File: config.mk
export PLATFORM = sky130hd
export DESIGN_NAME = p_perm_pipe
export DESIGN_NICKNAME = d
export VERILOG_FILES = /design/src/rtl/p_perm_pipe.sv
export SDC_FILE = /design/constraint.sdc
export NUM_CORES = 1
export LEC_CHECK = 0
export CAP_MARGIN = 5
export CORE_MARGIN = 8
export CORE_UTILIZATION = 51
export DETAILED_ROUTE_END_ITERATION = 7
export MAX_ROUTING_LAYER = met4
export PLACE_DENSITY = 0.82
export REMOVE_ABC_BUFFERS = 1
export SYNTH_ARGS = -nofsm -noshare
export SYNTH_HDL_FRONTEND = slang
export SYNTH_SLANG_ARGS = --single-unit
File: constraint.sdc
create_clock -name clk -period 6.7 [get_ports clk]
set_input_delay 1.34 -clock clk [delete_from_list [all_inputs] [get_ports clk]]
set_output_delay 1.34 -clock clk [all_outputs]
set_load 0.02 [all_outputs]
File: src/rtl/p_perm_pipe.sv
// rtl/p_perm_pipe.sv - pipelined per-lane DES P / P-inverse permutation with valid/ready stall chain
//
// Purpose:
//   Applies the 32-bit DES P permutation (or its inverse) to each 32-bit lane
//   of a LANES*32-bit word. Lanes with their bypass bit set pass through
//   unchanged. The result moves through PIPE register stages under a
//   valid/ready handshake, at up to one transfer per cycle.
//
// Parameters:
//   LANES      number of 32-bit lanes (1..8), W = 32*LANES
//   PIPE       number of register stages (1..4)
//
// Ports:
//   clk        rising-edge clock
//   rst        asynchronous active-high reset
//   P_in       input word, lane i at bits [32*i+31:32*i]
//   in_valid   P_in / in_mode / in_bypass are valid
//   in_ready   first stage can accept this cycle
//   in_mode    0 = forward P, 1 = inverse P (applies to all lanes)
//   in_bypass  per-lane bypass, 1 = lane copied unpermuted
//   P_out      permuted word from the last stage
//   out_valid  P_out holds a result
//   out_ready  downstream accepts P_out
//   xfer_cnt   completed output transfers, saturating at 16'hFFFF

module p_perm_pipe #(
   parameter int LANES = 2,
   parameter int PIPE  = 2
) (
   input  logic                  clk,
   input  logic                  rst,
   input  logic [32*LANES-1:0]   P_in,
   input  logic                  in_valid,
   output logic                  in_ready,
   input  logic                  in_mode,
   input  logic [LANES-1:0]      in_bypass,
   output logic [32*LANES-1:0]   P_out,
   output logic                  out_valid,
   input  logic                  out_ready,
   output logic [15:0]           xfer_cnt
);

   localparam int W = 32 * LANES;

   // DES P table, 1-indexed, entry k names the source bit (MSB = bit 1)
   // feeding output position k+1.
   function automatic logic [5:0] p_entry(input int k);
      logic [5:0] e;
      case (k)
         0:  e = 6'd16;  1:  e = 6'd7;   2:  e = 6'd20;  3:  e = 6'd21;
         4:  e = 6'd29;  5:  e = 6'd12;  6:  e = 6'd28;  7:  e = 6'd17;
         8:  e = 6'd1;   9:  e = 6'd15;  10: e = 6'd23;  11: e = 6'd26;
         12: e = 6'd5;   13: e = 6'd18;  14: e = 6'd31;  15: e = 6'd10;
         16: e = 6'd2;   17: e = 6'd8;   18: e = 6'd24;  19: e = 6'd14;
         20: e = 6'd32;  21: e = 6'd27;  22: e = 6'd3;   23: e = 6'd9;
         24: e = 6'd19;  25: e = 6'd13;  26: e = 6'd30;  27: e = 6'd6;
         28: e = 6'd22;  29: e = 6'd11;  30: e = 6'd4;   default: e = 6'd25;
      endcase
      return e;
   endfunction

   // Forward: out[31-k] = in[32-P[k]]. Inverse scatters the same wiring
   // the other way round, so forward followed by inverse is identity.
   function automatic logic [31:0] lane_perm(input logic [31:0] x, input logic inv);
      logic [31:0] o;
      logic [5:0]  src;
      o = '0;
      for (int k = 0; k < 32; k++) begin
         src = 6'd32 - p_entry(k);
         if (inv)
            o[src[4:0]] = x[31-k];
         else
            o[31-k] = x[src[4:0]];
      end
      return o;
   endfunction

   logic [W-1:0]    perm_d;
   logic [W-1:0]    d [PIPE];
   logic [PIPE-1:0] v;
   logic [PIPE-1:0] rdy;
   logic            acc;

   always_comb begin
      perm_d = '0;
      for (int i = 0; i < LANES; i++) begin
         if (in_bypass[i])
            perm_d[32*i +: 32] = P_in[32*i +: 32];
         else
            perm_d[32*i +: 32] = lane_perm(P_in[32*i +: 32], in_mode);
      end
   end

   // Stall chain: a stage may load when it is empty or the stage after it
   // can load. Built from the output end as a plain OR chain so the only
   // path from out_ready to in_ready is through these gates.
   always_comb begin
      rdy = '0;
      acc = out_ready;
      for (int k = PIPE - 1; k >= 0; k--) begin
         acc    = acc | ~v[k];
         rdy[k] = acc;
      end
   end

   // Data registers only capture when the incoming slot is valid, so a
   // bubble never disturbs the last value shown on P_out.
   always_ff @(posedge clk or posedge rst) begin
      if (rst) begin
         v        <= '0;
         xfer_cnt <= '0;
         for (int k = 0; k < PIPE; k++)
            d[k] <= '0;
      end else begin
         if (rdy[0]) begin
            v[0] <= in_valid;
            if (in_valid)
               d[0] <= perm_d;
         end
         for (int k = 1; k < PIPE; k++) begin
            if (rdy[k]) begin
               v[k] <= v[k-1];
               if (v[k-1])
                  d[k] <= d[k-1];
            end
         end
         if (v[PIPE-1] && out_ready && (xfer_cnt != 16'hFFFF))
            xfer_cnt <= xfer_cnt + 16'd1;
      end
   end

   assign in_ready  = rdy[0];
   assign out_valid = v[PIPE-1];
   assign P_out     = d[PIPE-1];

endmodule

==> results of run 1 <==
[how the worst max path moves through the flow]
stage,end,slack (ns)
finish,in_ready,2.55
global route,in_ready,2.52
CTS,in_ready,2.56
detailed placement,in_ready,2.56
global placement,in_ready,2.62
floorplan,P_out[0]$_DFFE_PP0P_,1.44
[logic make-up after synthesis]
family                     after synthesis  share of synthesized area (%)
AOI/OAI and AO/OA                      130                           9.18
xor gates and xnor gates                13                           1.58
adders and majority gates                1                          0.173
buffers and inverters                  108                           9.23
DFF                                    146                           50.6
muxes                                  130                           19.1
and+or+nand+nor                        166                           10.2
[routing by layer]
| metal | vias up | routed length, um | track usage, % | share of wire [%] |
|---|---|---|---|---|
| li1 | 2447 | - | - | - |
| met1 | 2483 | 7040 | 20.9 | 45 |
| met2 | 136 | 7440 | 28.1 | 47 |
| met3 | 12 | 1080 | 5.53 | 6.9 |
| met4 | 0 | 178 | 5.68 | 1.1 |
| met5 | - | 0 | - | 0 |
[final cells by class]
type | instances | area [sq um]
Timing Repair Buffer | 154 | 1520
Inverter | 3 | 16.3
Clock inverter | 7 | 47.5
Clock buffer | 25 | 526
Fill cell | 1111 | 4970
Multi-Input combinational cell | 440 | 2920
Sequential cell | 146 | 3650
Tap cell | 180 | 225
[sequential cells by signal, summed over array words and instances (netlist names)]
name      flops
v             2
P_out        64
d            64
xfer_cnt     16
[stage by stage]
stage	power, mW	util, %	instance area (sq um)	instances
6_report	2.84	64.2	8910	955
4_1_cts	2.87	64.2	8910	955
3_3_place_gp	1.94	60.1	8340	923
5_1_grt	2.98	64.2	8910	955
2_1_floorplan	1.57	-	6570	589
3_5_place_dp	1.97	60.1	8340	923
[worst max-delay path: stages]
cell and delay [ns]:
clkdlybuf4s50_1 0.59, nand3b_1 0.23, clkdlybuf4s50_1 0.64
[power by group through the flow]
stage	Sequential [mW]	Combinational, mW	Clock, mW
global placement	1.18	0.765	0
global route	1.20	0.829	0.955
floorplan	1.31	0.256	0
finish	1.18	0.773	0.892
detailed placement	1.19	0.781	0
CTS	1.18	0.785	0.912
[synth_stat cells, drive strengths merged, types with 4 or more instances]
library cell	n
xor2	8
nand2	68
xnor2	5
a21oi	64
mux2i	65
nand3	4
mux2	65
nor2	71
nand4	5
buf	88
o21ai	64
dfrtp	146
clkbuf	17
==> qor.txt, run 1 <==
outcome -> finished, final reports clean
first-pass GRT wire length -> 25,300 um
HP Start -> d[70]$_DFFE_PP0P_
Worst VDD drop -> 0.176 mV
main flop type after synthesis -> dfrtp_1
Fin Clk Skew -> 0.00726 ns
core area -> 13,900 sq um
CP max FO -> 7
grt ovf -> 0
Final period util -> 61.9%
Clock Root Buffer -> clkbuf_16
Min Hold Slack -> 0.476 ns
Worst-Skew Late Latency -> 0.41 ns
Hold Buf Count CTS -> 0
routability cong. -> 0.897
Netlist cell types -> 34
synthesized area -> 7230 sq um
ys async rst share -> 100%
post-DP HPWL -> 10,800 um
Resized cells post-CTS -> 0
Clk network pwr share -> 31.4%
max_slew headroom -> 22.8%
register area share after synthesis -> 50.6%
number of enable-type register cells in the synthesized netlist -> 0
CP startpoint -> out_ready
overall track demand over capacity in global routing -> 17.6%
initial drt markers -> 244
share of the synthesized area in the top cell type -> 50.6%
Switch Pwr -> 0.850 mW
# rows -> 43
per-cell routed wire length -> 16.5 um
HP Class -> reg2reg
TritonCTS buffer count -> 17
worst hold stages -> 2
R2R depth -> 3
largest net degree at the start of global routing -> 129
end point of the worst hold path -> d[70]$_DFFE_PP0P_
Req. time, crit path -> 5.36 ns
P&R area growth vs syn -> 23.3%
Longest Clk Path Bufs -> 2
# port buffers -> 152
vias per inst -> 5.32
setup ws final -> 2.55 ns
# setup viols final -> 0
RSZ-0062 raised after global routing -> no
first drt pass iteration count -> 5
via count -> 5,078
#FFs+latches synth -> 146
Final min period -> 4.15 ns
Internal Power -> 1.99 mW
Sink Count -> 146
Post-route DRC -> 0
H-tree level count -> 4
vias in the first global route -> 5,139
Hold Fails Final Rpt -> 0
commonest non-fill, non-tap cell in the layout -> clkdlybuf4s50_1
Synth Area per Inst -> 10.4 sq um
ANT nets after route -> 0
Reg-to-Reg End -> d[101]$_DFFE_PP0P_
critical path class -> in2out
Post-CTS Setup Bufs -> 0
Setup TNS -> 0 ns
initial antenna violation count -> 0
Slew Limit Fails -> 0
Starting Density -> 52.1%
Critical Path Sink Type -> output pin
Synth area leaders -> dfrtp_1 51%, mux2_2 10%, mux2i_1 9.0%
Ports -> 153
Leakage -> 3.98 nW
most frequent cells in the layout -> 149 x clkdlybuf4s50_1, 146 x dfrtp_1, 71 x nor2_1
part of the power in registers -> 41.4%
R2R Setup Slk -> 4.65 ns
pwr/cell area -> 319 nW/um^2
Switching Share -> 29.9%
Total Wirelength -> 15,700 um
Antenna Cells -> 0
Worst-Margin Slew -> 1.16 ns
Worst-path clk slew -> 0.05 ns
Chip Width -> 135 um
clock tree from TritonCTS -> built
Max Freq -> 241 MHz
largest area contributor in the netlist -> dfrtp_1
Die Ht -> 135 um
arrival time at the worst endpoint -> 2.81 ns
CP startpoint kind -> input pin
FF-to-FF Start -> v[1]$_DFFE_PP0P_
die area -> 18,200 sq um
synth warn -> 0
nets@finish -> 834
pre-CTS WS -> 2.56 ns
synthesized instance count -> 694
share of cells above drive strength 1 -> 14.1%
max-cap violations -> 0
combinational group share of total power -> 27.2%
No activity file was read; power rests on OpenSTA's default activity.
==> run 2: changes to the inputs <==
Settings changed: CORE_UTILIZATION 51 to 46, PLACE_DENSITY 0.82 to 0.78.
Clock period 6.7 ns to 3.8 ns, I/O delays scaled along.
==> run 2 against run 1 <==
Against the previous run: first-iteration DRC count shrank 56%; via count shrank 2.2%; critical path type unchanged; critical endpoint unchanged; register-to-register slack lost 2.7 ns; total power grew 81%; core utilization shrank 6.1 points; critical path depth is the same.
==> qor.txt, run 2 (same netlist as run 1, synthesis figures left out) <==
outcome -> finished, final reports clean (unchanged)
Antenna Cells -> 0 (unchanged)
clock tree from TritonCTS -> built (unchanged)
nets@finish -> 838 (was 834)
Post-Route M1 WL -> 6970 um (was 7040 um)
critical path class -> in2out (unchanged)
Worst-path clk slew -> 0.06 ns (was 0.05 ns)
Post-CTS Setup Bufs -> 0 (unchanged)
overall track demand over capacity in global routing -> 16.5% (was 17.6%)
Slowest-stage cell, CP -> clkdlybuf4s50_1 (unchanged)
core area -> 15,600 sq um (was 13,900 sq um)
Slew Limit Fails -> 0 (unchanged)
Placed Area -> 8450 sq um (was 8340 sq um)
Buffers & Inverters on Critical Path -> 2 (unchanged)
vias in the first global route -> 4,956 (was 5,139)
# rows -> 46 (was 43)
CP cell instances -> clkdlybuf4s50_1 > nand3b_1 > clkdlybuf4s50_1 (unchanged)
post-DP HPWL -> 10,800 um (about the same)
Hold Fails Final Rpt -> 0 (unchanged)
Resized cells post-CTS -> 0 (unchanged)
vias per inst -> 5.00 (was 5.32)
initial drt markers -> 108 (was 244)
worst hold stages -> 2 (unchanged)
CP max FO -> 7 (unchanged)
# setup viols final -> 0 (unchanged)
Max Used Layer -> met4 (unchanged)
initial antenna violation count -> 0 (unchanged)
per-cell routed wire length -> 15.6 um (was 16.5 um)
Final min period -> 2.97 ns
Sink Count -> 146 (unchanged)
Fin Clk Skew -> 0.00862 ns (was 0.00726 ns)
Req. time, crit path -> 3.04 ns (was 5.36 ns)
largest net degree at the start of global routing -> 94 (was 129)
Leakage -> 4.04 nW (was 3.98 nW)
max_slew headroom -> 30.3% (was 22.8%)
Setup TNS -> 0 ns (unchanged)
R2R depth -> 4 (was 3)
grt ovf -> 0 (unchanged)
R2R Setup Slk -> 1.93 ns (was 4.65 ns)
DR WL met3 -> 666 um (was 1080 um)
Hold Buf Count CTS -> 0 (unchanged)
P&R area growth vs syn -> 25.4% (was 23.3%)
first drt pass iteration count -> 4 (was 5)
RSZ-0062 raised after global routing -> no (unchanged)
Chip Width -> 141 um (was 135 um)
most frequent cells in the layout -> 149 x clkdlybuf4s50_1, 146 x dfrtp_1, 71 x nor2_1 (unchanged)
CP startpoint kind -> input pin (unchanged)
Post-route DRC -> 0 (unchanged)
Crit path largest cell delay -> 0.64 ns (about the same)
Levels on crit path -> 3 (unchanged)
Critical Path Sink Type -> output pin (unchanged)
Die Ht -> 141 um (was 135 um)
Worst-Margin Slew -> 1.05 ns (was 1.16 ns)
Longest Clk Path Bufs -> 2 (unchanged)
TritonCTS buffer count -> 17 (unchanged)
H-tree level count -> 4 (unchanged)
Worst VDD drop -> 0.315 mV (was 0.176 mV)
arrival time at the worst endpoint -> 2.21 ns (was 2.81 ns)
Max Freq -> 337 MHz
Final Instance Count excl. Fillers -> 994 (was 955)
Final period util -> 78.1%
via count -> 4,967 (was 5,078)
Min Hold Slack -> 0.470 ns (was 0.476 ns)
post-route cell area -> 9060 sq um (was 8910 sq um)
max-cap violations -> 0 (unchanged)
# port buffers -> 152 (unchanged)
pwr/cell area -> 569 nW/um^2 (was 319 nW/um^2)
Ports -> 153 (unchanged)
first-pass GRT wire length -> 25,400 um (was 25,300 um)
CP most frequent cell -> clkdlybuf4s50_1 (unchanged)
die area -> 20,000 sq um (was 18,200 sq um)
HP Class -> reg2reg (unchanged)
Clock Root Buffer -> clkbuf_16 (unchanged)
routability cong. -> 0.776 (was 0.897)
Worst-Skew Late Latency -> 0.41 ns (about the same)
CP top delay family -> buffers and inverters (unchanged)
Starting Density -> 46.3% (was 52.1%)
ANT nets after route -> 0 (unchanged)
share of cells above drive strength 1 -> 14.1% (about the same)
commonest non-fill, non-tap cell in the layout -> clkdlybuf4s50_1 (unchanged)
Total Wirelength -> 15,500 um (was 15,700 um)
Cells after DPL -> 963 (was 923)
met2 routed WL -> 7550 um (was 7440 um)
run 2: changes by cell type in the layout (fill, tap and decap cells not counted):
cell / before / now
buf_12: 0 / 3
bufinv_16: 0 / 3
clkbuf_8: 7 / 4
clkinvlp_4: 5 / 2
clkbuf_1: 1 / 3
clkinv_2: 2 / 0
buf_4: 3 / 4
clkinv_4: 0 / 1
inv_6: 1 / 2
run 2: final timing paths:
path,from,to
setup / recovery,out_ready,in_ready
max in group asynchronous,rst,xfer_cnt[7]$_DFFE_PP0P_
hold reg to reg,d[97]$_DFFE_PP0P_,d[97]$_DFFE_PP0P_
min in group asynchronous,rst,P_out[31]$_DFFE_PP0P_
setup reg to reg,xfer_cnt[7]$_DFFE_PP0P_,xfer_cnt[1]$_DFFE_PP0P_
hold / removal,d[97]$_DFFE_PP0P_,d[97]$_DFFE_PP0P_
run 2: worst reg2reg max path, cell delays in order, from the launching register on:
cell and delay (ns):
dfrtp_1 0.48, nand4_4 0.18, nor4_4 0.55, nand3b_1 0.22
mux2_1 0.33
run 2: routing by layer:
metal,up-vias,GRT usage [%]
li1,2468,-
met1,2351,19.7
met2,119,26.4
met3,29,4.23
met4,0,6.22
met5,-,-
run 2: power by group:
group | switching, mW | internal, mW | leakage, nW | total, mW
combinational | 0.671 | 0.695 | 1.93 | 1.37
sequential | 0.195 | 1.87 | 1.82 | 2.06
clock | 0.623 | 1.10 | 0.293 | 1.73
total | 1.49 | 3.67 | 4.04 | 5.15
run 2: final cells by class:
cell class	count	area [sq um]
clock buffer	24	492
clock inverter	7	123
fill	1336	6540
inverter	3	16.3
multi-input combinational	440	2920
sequential	146	3650
tap	216	270
timing repair buffer	158	1590
run 2: metrics by stage:
stage               util (%)  setup WS [ns]  power, mW
finish                  58.1          0.832       5.15
global route            58.1          0.770       5.42
CTS                     58.1          0.832       5.22
detailed placement      54.2          0.836       3.48
global placement        54.2          0.842       3.44
floorplan                  -         -0.883       2.76
